## src/rtl/stopwatch_pkg.sv

```systemverilog
// -----------------------------------------------------------------------------
// stopwatch_pkg
// Shared types and helpers for the stopwatch_lap block.
//   state_e     : controller states (IDLE/RUN/PAUSE/LAP).
//   bcd_t       : one decimal digit, 4-bit BCD.
//   BCD_NINE    : largest digit value, the carry point of the digit chain.
//   presc_width : bit width of a prescaler that counts 0..div-1.
// -----------------------------------------------------------------------------
package stopwatch_pkg;

   typedef enum logic [1:0] {
      ST_IDLE  = 2'b00,
      ST_RUN   = 2'b01,
      ST_PAUSE = 2'b10,
      ST_LAP   = 2'b11
   } state_e;

   typedef logic [3:0] bcd_t;

   localparam bcd_t BCD_NINE = 4'd9;

   function automatic int presc_width(input int div);
      return $clog2(div);
   endfunction

endpackage

```

## src/rtl/fnd_digit.sv

```systemverilog
// -----------------------------------------------------------------------------
// fnd_digit
// Decodes one BCD digit to seven-segment drive, active-high, bit order
// {g,f,e,d,c,b,a} (bit 0 = segment a). Codes above 9 blank the digit.
//   bcd_i : BCD digit in.
//   seg_o : segment pattern out.
// -----------------------------------------------------------------------------
module fnd_digit
   import stopwatch_pkg::*;
(
   input  bcd_t       bcd_i,
   output logic [6:0] seg_o
);

   always_comb begin
      case (bcd_i)
         4'd0:    seg_o = 7'h3F;
         4'd1:    seg_o = 7'h06;
         4'd2:    seg_o = 7'h5B;
         4'd3:    seg_o = 7'h4F;
         4'd4:    seg_o = 7'h66;
         4'd5:    seg_o = 7'h6D;
         4'd6:    seg_o = 7'h7D;
         4'd7:    seg_o = 7'h07;
         4'd8:    seg_o = 7'h7F;
         4'd9:    seg_o = 7'h6F;
         default: seg_o = 7'h00;
      endcase
   end

endmodule

```

## src/rtl/stopwatch_lap.sv

```systemverilog
// -----------------------------------------------------------------------------
// stopwatch_lap
// Decimal stopwatch with start/pause, clear, lap (split) hold and a sticky
// overflow flag, driving N_DIGITS seven-segment digits.
// Build option: define STOPWATCH_LAP_EN to include the LAP state, snapshot
// register and o_Lap; without it i_fLap is ignored and o_Lap is 0.
//   i_Clk    : clock, rising edge.
//   i_Rst    : asynchronous reset, active-low.
//   i_fStart : start/pause button, active-low, debounced.
//   i_fStop  : stop/clear button, active-low, debounced.
//   i_fLap   : lap button, active-low, debounced.
//   o_Fnd    : segments, digit k at [7k+6:7k], digit 0 least significant.
//   o_Run    : high in RUN or LAP.
//   o_Lap    : high while the display is frozen on the snapshot.
//   o_Ovf    : set when the count wraps past all nines, cleared in IDLE.
// -----------------------------------------------------------------------------
module stopwatch_lap
   import stopwatch_pkg::*;
#(
   parameter int CLK_HZ   = 100_000_000,
   parameter int TICK_HZ  = 20,
   parameter int N_DIGITS = 3
) (
   input  logic                  i_Clk,
   input  logic                  i_Rst,
   input  logic                  i_fStart,
   input  logic                  i_fStop,
   input  logic                  i_fLap,
   output logic [7*N_DIGITS-1:0] o_Fnd,
   output logic                  o_Run,
   output logic                  o_Lap,
   output logic                  o_Ovf
);

   localparam int DIV = CLK_HZ / TICK_HZ;
   localparam int PW  = presc_width(DIV);

   state_e          state_q, state_d;
   logic [PW-1:0]   presc_q, presc_d;
   bcd_t            digits_q [N_DIGITS];
   bcd_t            digits_d [N_DIGITS];
   logic            ovf_q, ovf_d;
   logic            carry;

   // Button edge detection. armed_q stays low for the first cycle after
   // reset so a button already held low at release is not seen as a press.
   logic            armed_q;
   logic            start_prev_q, stop_prev_q;
   logic            start_press_q, stop_press_q;
   logic            lap_press;

`ifdef STOPWATCH_LAP_EN
   logic            lap_prev_q, lap_press_q;
   bcd_t            snap_q [N_DIGITS];
   bcd_t            snap_d [N_DIGITS];

   assign lap_press = lap_press_q;
`else
   logic            unused_lap;

   assign unused_lap = i_fLap;
   assign lap_press  = 1'b0;
`endif

   // NOTE: sequential state uses non-blocking assignments only, so every
   // register samples the values from before the edge.
   always_ff @(posedge i_Clk or negedge i_Rst) begin
      if (!i_Rst) begin
         state_q       <= ST_IDLE;
         presc_q       <= '0;
         ovf_q         <= 1'b0;
         armed_q       <= 1'b0;
         start_prev_q  <= 1'b1;
         stop_prev_q   <= 1'b1;
         start_press_q <= 1'b0;
         stop_press_q  <= 1'b0;
         for (int k = 0; k < N_DIGITS; k++) digits_q[k] <= '0;
`ifdef STOPWATCH_LAP_EN
         lap_prev_q    <= 1'b1;
         lap_press_q   <= 1'b0;
         for (int k = 0; k < N_DIGITS; k++) snap_q[k] <= '0;
`endif
      end else begin
         state_q       <= state_d;
         presc_q       <= presc_d;
         ovf_q         <= ovf_d;
         armed_q       <= 1'b1;
         start_prev_q  <= i_fStart;
         stop_prev_q   <= i_fStop;
         start_press_q <= armed_q & start_prev_q & ~i_fStart;
         stop_press_q  <= armed_q & stop_prev_q & ~i_fStop;
         digits_q      <= digits_d;
`ifdef STOPWATCH_LAP_EN
         lap_prev_q    <= i_fLap;
         lap_press_q   <= armed_q & lap_prev_q & ~i_fLap;
         snap_q        <= snap_d;
`endif
      end
   end

   // NOTE: every variable gets its hold value first, so no branch can
   // leave one unassigned and infer a latch.
   always_comb begin
      state_d  = state_q;
      presc_d  = presc_q;
      digits_d = digits_q;
      ovf_d    = ovf_q;
      carry    = 1'b0;
`ifdef STOPWATCH_LAP_EN
      snap_d   = snap_q;
`endif

      // Priority on coincident presses: stop > start > lap.
      case (state_q)
         ST_IDLE:  if (start_press_q) state_d = ST_RUN;
         ST_RUN: begin
            if (stop_press_q)       state_d = ST_IDLE;
            else if (start_press_q) state_d = ST_PAUSE;
            else if (lap_press)     state_d = ST_LAP;
         end
         ST_PAUSE: begin
            if (stop_press_q)       state_d = ST_IDLE;
            else if (start_press_q) state_d = ST_RUN;
         end
`ifdef STOPWATCH_LAP_EN
         ST_LAP: begin
            if (stop_press_q)       state_d = ST_IDLE;
            else if (start_press_q) state_d = ST_PAUSE;
            else if (lap_press)     state_d = ST_RUN;
         end
`endif
         default:                   state_d = ST_IDLE;
      endcase

      if (state_d == ST_IDLE) begin
         // Clearing wins over a tick landing on the same edge.
         presc_d = '0;
         ovf_d   = 1'b0;
         for (int k = 0; k < N_DIGITS; k++) digits_d[k] = '0;
`ifdef STOPWATCH_LAP_EN
         for (int k = 0; k < N_DIGITS; k++) snap_d[k] = '0;
`endif
      end else if (state_q == ST_RUN || state_q == ST_LAP) begin
         if (presc_q == PW'(DIV - 1)) begin
            presc_d = '0;
            carry   = 1'b1;
         end else begin
            presc_d = presc_q + 1'b1;
         end
         // Ripple the tick up the digit chain; a carry out of the top
         // digit means every digit was 9.
         for (int k = 0; k < N_DIGITS; k++) begin
            if (carry) begin
               if (digits_q[k] == BCD_NINE) begin
                  digits_d[k] = '0;
               end else begin
                  digits_d[k] = digits_q[k] + 4'd1;
                  carry       = 1'b0;
               end
            end
         end
         if (carry) ovf_d = 1'b1;
`ifdef STOPWATCH_LAP_EN
         // Snapshot takes the pre-increment count.
         if (state_q == ST_RUN && state_d == ST_LAP) snap_d = digits_q;
`endif
      end
   end

   assign o_Run = (state_q == ST_RUN) || (state_q == ST_LAP);
   assign o_Ovf = ovf_q;
`ifdef STOPWATCH_LAP_EN
   assign o_Lap = (state_q == ST_LAP);
`else
   assign o_Lap = 1'b0;
`endif

   for (genvar g = 0; g < N_DIGITS; g++) begin : g_fnd
      bcd_t disp;
`ifdef STOPWATCH_LAP_EN
      assign disp = (state_q == ST_LAP) ? snap_q[g] : digits_q[g];
`else
      assign disp = digits_q[g];
`endif
      fnd_digit u_fnd_digit (
         .bcd_i (disp),
         .seg_o (o_Fnd[7*g +: 7])
      );
   end

endmodule
```

## config.mk

```make
export PLATFORM = sky130hd
export DESIGN_NAME = stopwatch_lap
export DESIGN_NICKNAME = d
export VERILOG_FILES = /design/src/rtl/stopwatch_pkg.sv /design/src/rtl/fnd_digit.sv /design/src/rtl/stopwatch_lap.sv
export SDC_FILE = /design/constraint.sdc
export NUM_CORES = 1
export LEC_CHECK = 0
export CORE_ASPECT_RATIO = 2
export CORE_MARGIN = 10
export CORE_UTILIZATION = 55
export CTS_CLUSTER_DIAMETER = 40
export DETAILED_ROUTE_END_ITERATION = 8
export MAX_ROUTING_LAYER = met4
export PLACE_DENSITY = 0.77
export SETUP_SLACK_MARGIN = 0.15
export SYNTH_ARGS = -nofsm -noshare
export SYNTH_HDL_FRONTEND = slang
export SYNTH_SLANG_ARGS = --single-unit
```

## constraint.sdc

```tcl
create_clock -name i_Clk -period 6.35 [get_ports i_Clk]
set_input_delay 1.27 -clock i_Clk [delete_from_list [all_inputs] [get_ports i_Clk]]
set_output_delay 1.27 -clock i_Clk [all_outputs]
set_load 0.005 [all_outputs]
```

==> qor.yml <==
clock_tree:
  cts_hold_buf: 0
  clock_latency_ps: 310
  cts_buffers: 5
  clock-sinks: 43
  path_clk_slew_ps: 80
  h-tree-depth: 2
  postCtsSetupBuffers: 0
  root_buffer: "clkbuf_8"
  cts.repair.resized: 0
  clockBufferDepth: 2
  cts_tree: "built"
grt:
  grt_pass1_vias: 2660
  antenna_found_initial: 0
  grt_max_degree: 44
  gr-usage-met2_pct: 28.3
  grt_pass1_wl_um: 12000
  grt_use_met1_pct: 15.7
  use_met3_pct: 3.48
  track_usage_pct: 16.0
  gr-total-overflow: 0
  top_usage_layer: "met2"
yosys:
  synthesis.nets: 392
  synth_top_area_share_pct: 33.9
  yosys_most_used_dff: "dfrtp_1"
  seq_area_frac_synth_pct: 35.6
  ys_async_sr_fraction_pct: 100
  syn_inst: 363
  yosys_register_bits: 43
  synth_cell_types: 51
  synthesis.area_um2: 3030
  yosysTopAreaCell: "dfrtp_1"
  yosysWarnings: 0
  synth.area.top_cells: "dfrtp_1, ha_1, o21ai_0"
  avgSynthCellArea_um2: 8.34
  synth_edf_count: 0
timing:
  rsz0062_at_grt: "no"
  slew_violations: 0
  worst_pin_slew_ps: 1150
  max_freq_mhz: 294
  whs_ps: 471
  fin_crit_sh_pct: 53.5
  slew_headroom_pct: 22.9
  min_period_ps: 3400
  setup_slack_ps: 2950
  fin_setup_tns_ps: 0
  hold_viol: 0
  fin_skew_ps: 13.3
  setup_viol: 0
power:
  internal_power_mw: 0.427
  switching_share_pct: 31.0
  p_per_area_nw_per_um2: 182
  p_clk_share_pct: 31.7
  p_comb_share_pct: 18.7
  p_total_mw: 0.620
  p_switching_mw: 0.192
  ir_drop_mv: 0.219
  total_leakage_power_nw: 1.41
  seqPwrFrac_pct: 49.6
die:
  die_area_um2: 9060
  die_w_um: 72.5
  num_rows: 38
  chipHeight_um: 125
  floorplan.initialDensity_pct: 56.4
  core_region_area_um2: 5370
  io_pins: 29
route:
  routedWlPerCell_um: 15.8
  firstDrtPassIters: 5
  wl_um: 6950
  drt_iter0_markers: 147
  vias_per_cell: 6.28
  drcViolationCount: 0
  ant_nets: 0
  vias: 2768
worst_setup_path:
  critPathLaunchType: "flop"
  critPathMaxFanout: 9
  timing.rr.end: "o_Ovf$_DFFE_PN0P_"
  critical-path-top-delay-family: "buffers and inverters"
  startpoint: "g_fnd[2].disp[1]$_DFFE_PN0P_"
  reg2reg_depth: 4
  rrSetupSlack_ps: 3910
  crit_type: "reg2out"
  max_stage_delay_ps: 540
  crit_chain: "inv_1 -> ha_1 -> a21oi_1 -> o21ai_0 -> clkdlybuf4s50_1"
  slowest_stage: "clkdlybuf4s50_1"
  required_ps: 5080
  reg2reg_from: "state_q[0]$_DFF_PN0_"
  worst_setup_path_end_kind: "output pin"
  crit_cells: 5
  cp.arrival_ps: 2130
  cp_num_buf_inv: 2
  cp-endpoint: "o_Fnd[17]"
job:
  cap_violations: 0
placed_design:
  portBuffers: 26
  dp_slack_ps: 3300
  place.gp.congestion: 0.829
  dp.cells: 433
  placed_area_um2: 3310
  dp_hpwl_um: 5230
finish:
  n_antenna_cell: 0
  syn_to_final_growth_pct: 12.6
  drive_gt1_share_pct: 5.25
  stdcell_area_um2: 3410
  fillers: 463
  finish.utilization_pct: 63.5
  fin_cells: 441
  layout.nets: 409
hold_path:
  hold_class: "reg2reg"
  hold_depth: 2
outcome:
  status: "finished clean"
[synth_stat cells (all sizes together) (3+ instances only)]
cell	n
nand3	24
dfrtp	41
nand2b	6
nand2	30
inv	19
a22o	3
o31ai	10
a21o	3
a31oi	3
and3	6
a21oi	25
ha	24
mux2i	6
buf	3
clkbuf	17
nor4	5
and3b	3
nand4	9
a32oi	4
nand3b	3
or3	11
nor2	22
o22ai	4
nor3	5
or4	10
o21ai	35
[registers in the layout, indices dropped and copies added, names as in the netlist]
register / count
armed_q: 1
g_fnd.disp: 12
o_Ovf: 1
presc_q: 23
start_press_q: 1
start_prev_q: 1
state_q: 2
stop_press_q: 1
stop_prev_q: 1
[layout make-up]
| class | count | area, um^2 | area share (%) |
|---|---|---|---|
| tap | 60 | 75.1 | 2.20 |
| sequential | 43 | 1080 | 31.6 |
| timing repair buffer | 30 | 285 | 8.36 |
| multi-input combinational | 281 | 1800 | 52.7 |
| clock inverter | 1 | 7.51 | 0.220 |
| clock buffer | 7 | 96.3 | 2.82 |
| inverter | 19 | 71.3 | 2.09 |
[power groups by stage]
stage | Combinational (mW) | Clock (mW) | Sequential, mW
after global placement | 0.114 | 0 | 0.312
after detailed placement | 0.117 | 0 | 0.313
after floorplan | 0.0848 | 0 | 0.302
final | 0.116 | 0.196 | 0.307
after CTS | 0.118 | 0.201 | 0.307
after global routing | 0.131 | 0.212 | 0.310
[kinds of logic (layout without fill, tap and decap cells)]
logic type	after synthesis	in the layout	synth area share [%]
xor gates and xnor gates	4	4	1.16
DFF	43	43	35.6
and+or+nand+nor	147	147	26.4
adders and majority gates	24	24	9.91
AOI/OAI and AO/OA	98	98	19.7
muxes	6	6	1.98
buffers and inverters	39	57	5.04
other	2	2	0.248
[per-layer routing]
metal	part of all wire [%]	vias to the layer above
li1	-	1361
met1	38	1341
met2	56	54
met3	3.9	12
met4	2.3	0
met5	0	-
[how the worst min path moves through the flow]
stage               slack, ps                      to             startpoint
floorplan                 450  stop_press_q$_DFF_PN0_  stop_prev_q$_DFF_PN1_
CTS                       480  stop_press_q$_DFF_PN0_  stop_prev_q$_DFF_PN1_
finish                    470  stop_press_q$_DFF_PN0_  stop_prev_q$_DFF_PN1_
global placement          460  stop_press_q$_DFF_PN0_  stop_prev_q$_DFF_PN1_
detailed placement        460  stop_press_q$_DFF_PN0_  stop_prev_q$_DFF_PN1_
global route              490  stop_press_q$_DFF_PN0_  stop_prev_q$_DFF_PN1_
[worst min-delay path, cell delays in order (launching register included)]
cell and delay, ps:
dfstp_2 360, nand2_1 40, nor2_1 30
[layout by cell type (no fill, tap or decap), drive strengths merged, types with 5 or more instances in the layout]
master,instances
nand3,24
or3,11
buf,5
nand2b,6
ha,24
dfrtp,41
nor4,5
mux2i,6
o21ai,35
inv,19
o31ai,10
nand4,9
a21oi,25
nand2,30
or4,10
nor2,22
nor3,5
clkbuf,7
clkdlybuf4s50,25
and3,6
Power figures use the tool's default switching activity.
